File: src/rtl/c17_balanced_pipe.sv
// c17_balanced_pipe
//   Clocked, path-balanced implementation of the ISCAS c17 function,
//   evaluated on WIDTH independent bit-lanes. Every NAND level is
//   registered, so every input-to-output path has the same latency.
//   A valid/ready handshake with a single global stall moves vectors
//   through the pipe, and vec_count counts the results delivered.
//
// Parameters
//   WIDTH     : number of parallel bit-lanes
//   REG_SPLIT : 1'b1 -> input capture + fan-out balance stages (latency 5)
//               1'b0 -> one register per NAND level (latency 3)
//   CNT_W     : width of the delivered-vector counter
//
// Ports
//   clk, rst             : clock, synchronous active-high reset
//   N1, N2, N3, N6, N7   : c17 primary inputs (one bit per lane)
//   in_valid / in_ready  : input handshake (in_ready is combinational)
//   N22, N23             : c17 primary outputs (registered)
//   out_valid / out_ready: output handshake
//   vec_count            : results delivered, wrapping
module c17_balanced_pipe #(
  parameter int WIDTH     = 32'd1,
  parameter bit REG_SPLIT = 1'b1,
  parameter int CNT_W     = 32'd16
) (
  input  logic             clk,
  input  logic             rst,
  input  logic [WIDTH-1:0] N1,
  input  logic [WIDTH-1:0] N2,
  input  logic [WIDTH-1:0] N3,
  input  logic [WIDTH-1:0] N6,
  input  logic [WIDTH-1:0] N7,
  input  logic             in_valid,
  output logic             in_ready,
  output logic [WIDTH-1:0] N22,
  output logic [WIDTH-1:0] N23,
  output logic             out_valid,
  input  logic             out_ready,
  output logic [CNT_W-1:0] vec_count
);

  logic             stall_s;
  logic             adv_s;
  // Values feeding the final NAND level, supplied by whichever front end is built.
  logic [WIDTH-1:0] pre_n10_s;
  logic [WIDTH-1:0] pre_n16_s;
  logic [WIDTH-1:0] pre_n19_s;
  logic             pre_valid_s;

  logic             out_valid_r;
  logic [WIDTH-1:0] n22_r;
  logic [WIDTH-1:0] n23_r;
  logic [CNT_W-1:0] vec_count_r;

  // Global stall: a presented result that is not taken freezes the whole pipe.
  always_comb begin
    stall_s = out_valid_r && !out_ready;
    adv_s   = !stall_s;
  end

  assign in_ready = adv_s;

  if (REG_SPLIT == 1'b1) begin : g_split
    logic             s1_v_r;
    logic [WIDTH-1:0] s1_n1_r, s1_n2_r, s1_n3_r, s1_n6_r, s1_n7_r;
    logic             s2_v_r;
    logic [WIDTH-1:0] s2_n10_r, s2_n11_r, s2_n2_r, s2_n7_r;
    logic             s3_v_r;
    logic [WIDTH-1:0] s3_n11a_r, s3_n11b_r, s3_n10_r, s3_n2_r, s3_n7_r;
    logic             s4_v_r;
    logic [WIDTH-1:0] s4_n16_r, s4_n19_r, s4_n10_r;

    // S1..S4: input capture, first NAND level, N11 fan-out split, second NAND level.
    always_ff @(posedge clk) begin
      if (rst) begin
        s1_v_r    <= 1'b0;
        s1_n1_r   <= {WIDTH{1'b0}};
        s1_n2_r   <= {WIDTH{1'b0}};
        s1_n3_r   <= {WIDTH{1'b0}};
        s1_n6_r   <= {WIDTH{1'b0}};
        s1_n7_r   <= {WIDTH{1'b0}};
        s2_v_r    <= 1'b0;
        s2_n10_r  <= {WIDTH{1'b0}};
        s2_n11_r  <= {WIDTH{1'b0}};
        s2_n2_r   <= {WIDTH{1'b0}};
        s2_n7_r   <= {WIDTH{1'b0}};
        s3_v_r    <= 1'b0;
        s3_n11a_r <= {WIDTH{1'b0}};
        s3_n11b_r <= {WIDTH{1'b0}};
        s3_n10_r  <= {WIDTH{1'b0}};
        s3_n2_r   <= {WIDTH{1'b0}};
        s3_n7_r   <= {WIDTH{1'b0}};
        s4_v_r    <= 1'b0;
        s4_n16_r  <= {WIDTH{1'b0}};
        s4_n19_r  <= {WIDTH{1'b0}};
        s4_n10_r  <= {WIDTH{1'b0}};
      end else if (adv_s) begin
        s1_v_r <= in_valid;
        // Data only moves with a valid token so bubbles leave registers untouched.
        if (in_valid) begin
          s1_n1_r <= N1;
          s1_n2_r <= N2;
          s1_n3_r <= N3;
          s1_n6_r <= N6;
          s1_n7_r <= N7;
        end
        s2_v_r <= s1_v_r;
        if (s1_v_r) begin
          s2_n10_r <= ~(s1_n1_r & s1_n3_r);
          s2_n11_r <= ~(s1_n3_r & s1_n6_r);
          s2_n2_r  <= s1_n2_r;
          s2_n7_r  <= s1_n7_r;
        end
        s3_v_r <= s2_v_r;
        if (s2_v_r) begin
          // Two copies of N11: one per downstream NAND (splitter stage).
          s3_n11a_r <= s2_n11_r;
          s3_n11b_r <= s2_n11_r;
          s3_n10_r  <= s2_n10_r;
          s3_n2_r   <= s2_n2_r;
          s3_n7_r   <= s2_n7_r;
        end
        s4_v_r <= s3_v_r;
        if (s3_v_r) begin
          s4_n16_r <= ~(s3_n2_r & s3_n11a_r);
          s4_n19_r <= ~(s3_n11b_r & s3_n7_r);
          s4_n10_r <= s3_n10_r;
        end
      end
    end

    assign pre_n10_s   = s4_n10_r;
    assign pre_n16_s   = s4_n16_r;
    assign pre_n19_s   = s4_n19_r;
    assign pre_valid_s = s4_v_r;
  end else begin : g_flat
    logic             s1_v_r;
    logic [WIDTH-1:0] s1_n10_r, s1_n11_r, s1_n2_r, s1_n7_r;
    logic             s2_v_r;
    logic [WIDTH-1:0] s2_n16_r, s2_n19_r, s2_n10_r;

    // S1..S2: first and second NAND levels, with N2/N7/N10 carried alongside.
    always_ff @(posedge clk) begin
      if (rst) begin
        s1_v_r   <= 1'b0;
        s1_n10_r <= {WIDTH{1'b0}};
        s1_n11_r <= {WIDTH{1'b0}};
        s1_n2_r  <= {WIDTH{1'b0}};
        s1_n7_r  <= {WIDTH{1'b0}};
        s2_v_r   <= 1'b0;
        s2_n16_r <= {WIDTH{1'b0}};
        s2_n19_r <= {WIDTH{1'b0}};
        s2_n10_r <= {WIDTH{1'b0}};
      end else if (adv_s) begin
        s1_v_r <= in_valid;
        if (in_valid) begin
          s1_n10_r <= ~(N1 & N3);
          s1_n11_r <= ~(N3 & N6);
          s1_n2_r  <= N2;
          s1_n7_r  <= N7;
        end
        s2_v_r <= s1_v_r;
        if (s1_v_r) begin
          s2_n16_r <= ~(s1_n2_r & s1_n11_r);
          s2_n19_r <= ~(s1_n11_r & s1_n7_r);
          s2_n10_r <= s1_n10_r;
        end
      end
    end

    assign pre_n10_s   = s2_n10_r;
    assign pre_n16_s   = s2_n16_r;
    assign pre_n19_s   = s2_n19_r;
    assign pre_valid_s = s2_v_r;
  end

  // Final NAND level and output valid; held while the consumer stalls.
  always_ff @(posedge clk) begin
    if (rst) begin
      out_valid_r <= 1'b0;
      n22_r       <= {WIDTH{1'b0}};
      n23_r       <= {WIDTH{1'b0}};
    end else if (adv_s) begin
      out_valid_r <= pre_valid_s;
      if (pre_valid_s) begin
        n22_r <= ~(pre_n10_s & pre_n16_s);
        n23_r <= ~(pre_n16_s & pre_n19_s);
      end
    end
  end

  // Delivered-result counter; wraps naturally at 2^CNT_W.
  always_ff @(posedge clk) begin
    if (rst) begin
      vec_count_r <= {CNT_W{1'b0}};
    end else if (out_valid_r && out_ready) begin
      vec_count_r <= vec_count_r + {{(CNT_W-1){1'b0}}, 1'b1};
    end
  end

  assign out_valid = out_valid_r;
  assign N22       = n22_r;
  assign N23       = n23_r;
  assign vec_count = vec_count_r;

endmodule

File: config.mk
export PLATFORM = sky130hd
export DESIGN_NAME = c17_balanced_pipe
export DESIGN_NICKNAME = d
export VERILOG_FILES = /design/src/rtl/c17_balanced_pipe.sv
export SDC_FILE = /design/constraint.sdc
export NUM_CORES = 1
export LEC_CHECK = 0
export CORE_MARGIN = 2
export CORE_UTILIZATION = 43
export CTS_CLUSTER_SIZE = 14
export DETAILED_ROUTE_END_ITERATION = 6
export PLACE_DENSITY = 0.66
export SYNTH_ARGS = -nofsm -noshare
export SYNTH_HDL_FRONTEND = slang
export SYNTH_SLANG_ARGS = --single-unit
File: constraint.sdc
create_clock -name clk -period 1.9 [get_ports clk]
set_clock_uncertainty 0.1 [all_clocks]
set_input_delay 0.285 -clock clk [delete_from_list [all_inputs] [get_ports clk]]
set_output_delay 0.285 -clock clk [all_outputs]
set_load 0.005 [all_outputs]
Word-level counts from Yosys, hierarchy flattened
Index checks and enable logic that the tools add are counted.

cells by class
  $add $sub $neg = 1
  bitwise operators = 13
  reduce and logical (&&, ||, !) cells = 9

operators by type and width
  kind                                                             number
  16-bit by 1-bit adder with 16-bit output, second input constant  1
  2-bit AND reduction                                              5
  1-bit inverter                                                   7
  1-bit bitwise AND                                                6
  1-bit logical AND                                                2
  1-bit logical NOT                                                2

word-level totals
  flip-flop bits (word level) = 39
  bits of input ports = 9
  output and inout bits = 20
  logic and storage cells = 47

Logic depth before layout (Yosys ltp)
  word-level depth = 4
  gate-level depth with buffers = 7
  gate-level depth less buffers = 5

Worst setup path after synthesis
Ideal clock, no wire load.

  path type = reg2reg
  from = reg vec_count_r[0] (netlist: vec_count[0])
  to = reg vec_count_r[12] (netlist: vec_count[12])
  setup time = 0.128 ns
  data arrival time = 1.268 ns
  required time = 1.672 ns
  slack = 0.404 ns
  cell stages (with the launch flop) = 6
  path buffers = 0
  clock period less this slack = 1.496 ns
  path through = dfxtp_1 ha_1 nand4_1 nor4_1 xnor2_1 nor2_1

on the way
  word-level cells in the longest chain between the ends = 1

RTL lines
  what                                      RTL line  source
  start: declaration                        53        logic [CNT_W-1:0] vec_count_r;
  start signal: assignment                  195       vec_count_r <= {CNT_W{1'b0}};
  start signal: assignment                  197       vec_count_r <= vec_count_r + {{(CNT_W-1){1'b0}}, 1'b1};
  16-bit by 1-bit adder with 16-bit output  197

No other way between the ends.
A chain may end at the register's enable or synchronous reset.

Worst setup path in the final report
  from = reg out_valid_r (netlist: out_valid)
  to = out in_ready

on the way
  word-level cells in the longest chain between the ends = 2

RTL lines
  what                      RTL line  source
  start: declaration        50        logic out_valid_r;
  start signal: assignment  184       out_valid_r <= pre_valid_s;
  1-bit logical AND         57        stall_s = out_valid_r && !out_ready;
  1-bit logical NOT         58        adv_s = !stall_s;
  end: declaration          34        output logic in_ready,

No other way between the ends.

==> results.sh <==
export IMPL_status="complete, no violations"
export IMPL_dpl_hpwl_um=2280
export IMPL_clkLatencyLatePin_ns=0.35
export IMPL_synth_cell_type_count=29
export IMPL_async_flop_share=0
export IMPL_synth_edf_count=0
export IMPL_dp_slack_ns=-0.0474
export IMPL_synth_top_area_share=0.498
export IMPL_synthAdderAreaFrac=0.00798
export IMPL_place_gp_congestion=0.796
export IMPL_antenna_cells=0
export IMPL_num_fill_cells=309
export IMPL_cts_root_buf="clkbuf_4"
export IMPL_synth_top_family_by_area="simple AND/OR/NAND/NOR gates"
export IMPL_grt_overflow=0
export IMPL_cts_resized_gates=1
export IMPL_synth_common_cells="dfxtp_1 (39), nand2_1 (28), nor2_1 (25)"
export IMPL_postCtsSetupBuffers=0
export IMPL_yosys_area_share_simple=0.277
export IMPL_synth_area_mux_share=0.0136
export IMPL_grt_max_degree=24
export IMPL_cp_arrival_ns=1.41
export IMPL_yosys_top_cells_area="dfxtp_1 (50%), nand2_1 (6.7%), nor2_1 (6.0%), a21oi_1 (5.7%), nand3_1 (4.5%)"
export IMPL_cts_buffers=5
export IMPL_grt_pass1_vias=1230
export IMPL_coreArea_um2=3420
export IMPL_worst_slack_ns=0.105
export IMPL_clock_sinks=39
export IMPL_end_kind="primary output"
export IMPL_rsz0062_at_grt="no"
export IMPL_nets=230
export IMPL_drc_errors=0
export IMPL_yosysMostFrequentCell="dfxtp_1"
export IMPL_fp_row_count=21
export IMPL_cts_tree="done"
export IMPL_relSlewSlack=0.774
export IMPL_yosysTopAreaCell="dfxtp_1"
export IMPL_io_buffers=28
export IMPL_drive_above_1_share=0.127
export IMPL_grt_first_pass_wirelength_um=5320
export IMPL_area_growth_syn_to_layout_pct=29.8
export IMPL_largest_reg_flops=16
export IMPL_p_per_area_nw_per_um2=733
export IMPL_holdWs_ns=0.355
export IMPL_syn_nets=192
export IMPL_avgSynthCellArea_um2=8.61
export IMPL_synth_flop_cell="dfxtp_1"
export IMPL_cts_max_level=2
export IMPL_syn_area_um2=1570
export IMPL_worstMarginPinSlew_ns=0.336
export IMPL_ys_ff_latch=39
export IMPL_wirelength_um=3080
export IMPL_grtUsageTotal=0.169
export IMPL_cts_buffer_depth=2
export IMPL_avgViaCountPerCell=5.08
export IMPL_drv_cap=0
export IMPL_worstSetupStartpointType="register"
export IMPL_die_h_um=64.4
export IMPL_wl_per_cell_um=11.5
export IMPL_path_class="reg -> out"
export IMPL_die_w_um=64.4
export IMPL_synth_compound_area_share=0.105
export IMPL_syn_inst=182
export IMPL_synth_xor_area_share=0.0615
export IMPL_finalMaxSlewViolations=0
export IMPL_finalSetupViolCount=0
export IMPL_p_leak_nw=0.710
export IMPL_hold_class="reg -> reg"
export IMPL_first_pass_iters=4
export IMPL_path_clk_slew_ns=0.11
export IMPL_io_pins=29
export IMPL_cts_hold_buf=0
export IMPL_post_route_min_period_ns=1.79
export IMPL_ant_nets=0
export IMPL_drtIter0Drc=57
export IMPL_power_mw=1.49
export IMPL_ir_worst_vdd_uv=472
export IMPL_yosysSeqAreaShare=0.498
export IMPL_vias=1356
export IMPL_antenna_found_initial=0
export IMPL_cp_required_ns=1.51
export IMPL_critPathMaxFanout=9
export IMPL_start_util=0.459
export IMPL_max_freq_mhz=557
export IMPL_fin_crit_sh=0.945
export IMPL_synth_warnings=0
export IMPL_final_hold_viol_count=0
export IMPL_dieArea_um2=4140
metrics by stage:
step           instance area [um^2]   util  setup TNS (ns)  cells
2_1_floorplan                  1570      -               0    182
3_3_place_gp                   1940  0.568         -0.0412    259
3_5_place_dp                   1940  0.568         -0.0491    259
4_1_cts                        2030  0.594               0    267
5_1_grt                        2030  0.596               0    267
6_report                       2030  0.596               0    267
worst paths after layout:
check | start | to | slack (ns) | cells after the start
hold reg to reg | g_split.s3_n2_r | g_split.s4_n16_r | 0.35 | 1
setup reg to reg | vec_count[1] | vec_count[12] | 0.28 | 5
hold / removal | g_split.s3_n2_r | g_split.s4_n16_r | 0.35 | 1
setup / recovery | out_valid | in_ready | 0.11 | 3
metal layers:
layer | up-vias | part of all wire | global-route usage | routed length (um)
li1 | 707 | - | - | -
met1 | 615 | 0.48 | 0.199 | 1470
met2 | 30 | 0.46 | 0.270 | 1420
met3 | 4 | 0.047 | 0.0634 | 145
met4 | 0 | 0.017 | 0.0824 | 53
met5 | - | 0 | 0 | 0
power by group:
| group | total, mW | switching, mW | internal (mW) | leakage, nW |
|---|---|---|---|---|
| Clock | 0.573 | 0.262 | 0.311 | 0.0482 |
| Combinational | 0.0749 | 0.0374 | 0.0374 | 0.345 |
| Sequential | 0.844 | 0.0109 | 0.833 | 0.317 |
worst max-delay path, stage by stage, from the launching register on:
cell and delay, ns:
dfxtp_4 0.39, nor2b_4 0.13, inv_2 0.06, clkdlybuf4s50_1 0.48
placed cells by master (no fill, tap or decap), types with 2 or more instances in the layout:
cell type | netlist | routed
nand3_1 | 14 | 14
a311oi_1 | 6 | 6
nand2_1 | 28 | 28
a21oi_1 | 18 | 18
nor3_1 | 5 | 5
inv_1 | 2 | 2
nor2_1 | 25 | 25
nor4_1 | 4 | 4
xor2_1 | 4 | 4
and2_4 | 2 | 2
clkbuf_4 | 0 | 5
nand4_1 | 6 | 6
clkdlybuf4s50_1 | 0 | 27
buf_4 | 0 | 11
nand2b_1 | 2 | 2
dfxtp_1 | 39 | 38
xnor2_1 | 7 | 7
a31o_2 | 2 | 2
cell type report:
type,instances,area [um^2],area share
clock buffer,6,51.3,0.0252
clock inverter,2,35.0,0.0172
inverter,3,11.3,0.00554
multi-input combinational,132,729,0.359
sequential,39,785,0.386
tap,46,57.6,0.0283
timing repair buffer,39,365,0.180
cells by family (layout without fill, tap and decap cells):
family	count (synthesis)	after routing
AND/OR/NAND/NOR	91	91
AO/OA/AOI/OAI	27	27
flip-flops	39	39
XOR/XNOR	11	11
adder cells (fa/ha/maj)	1	1
multiplexers	2	2
buffers and inverters	11	50
No activity file was read; power rests on OpenSTA's default activity.
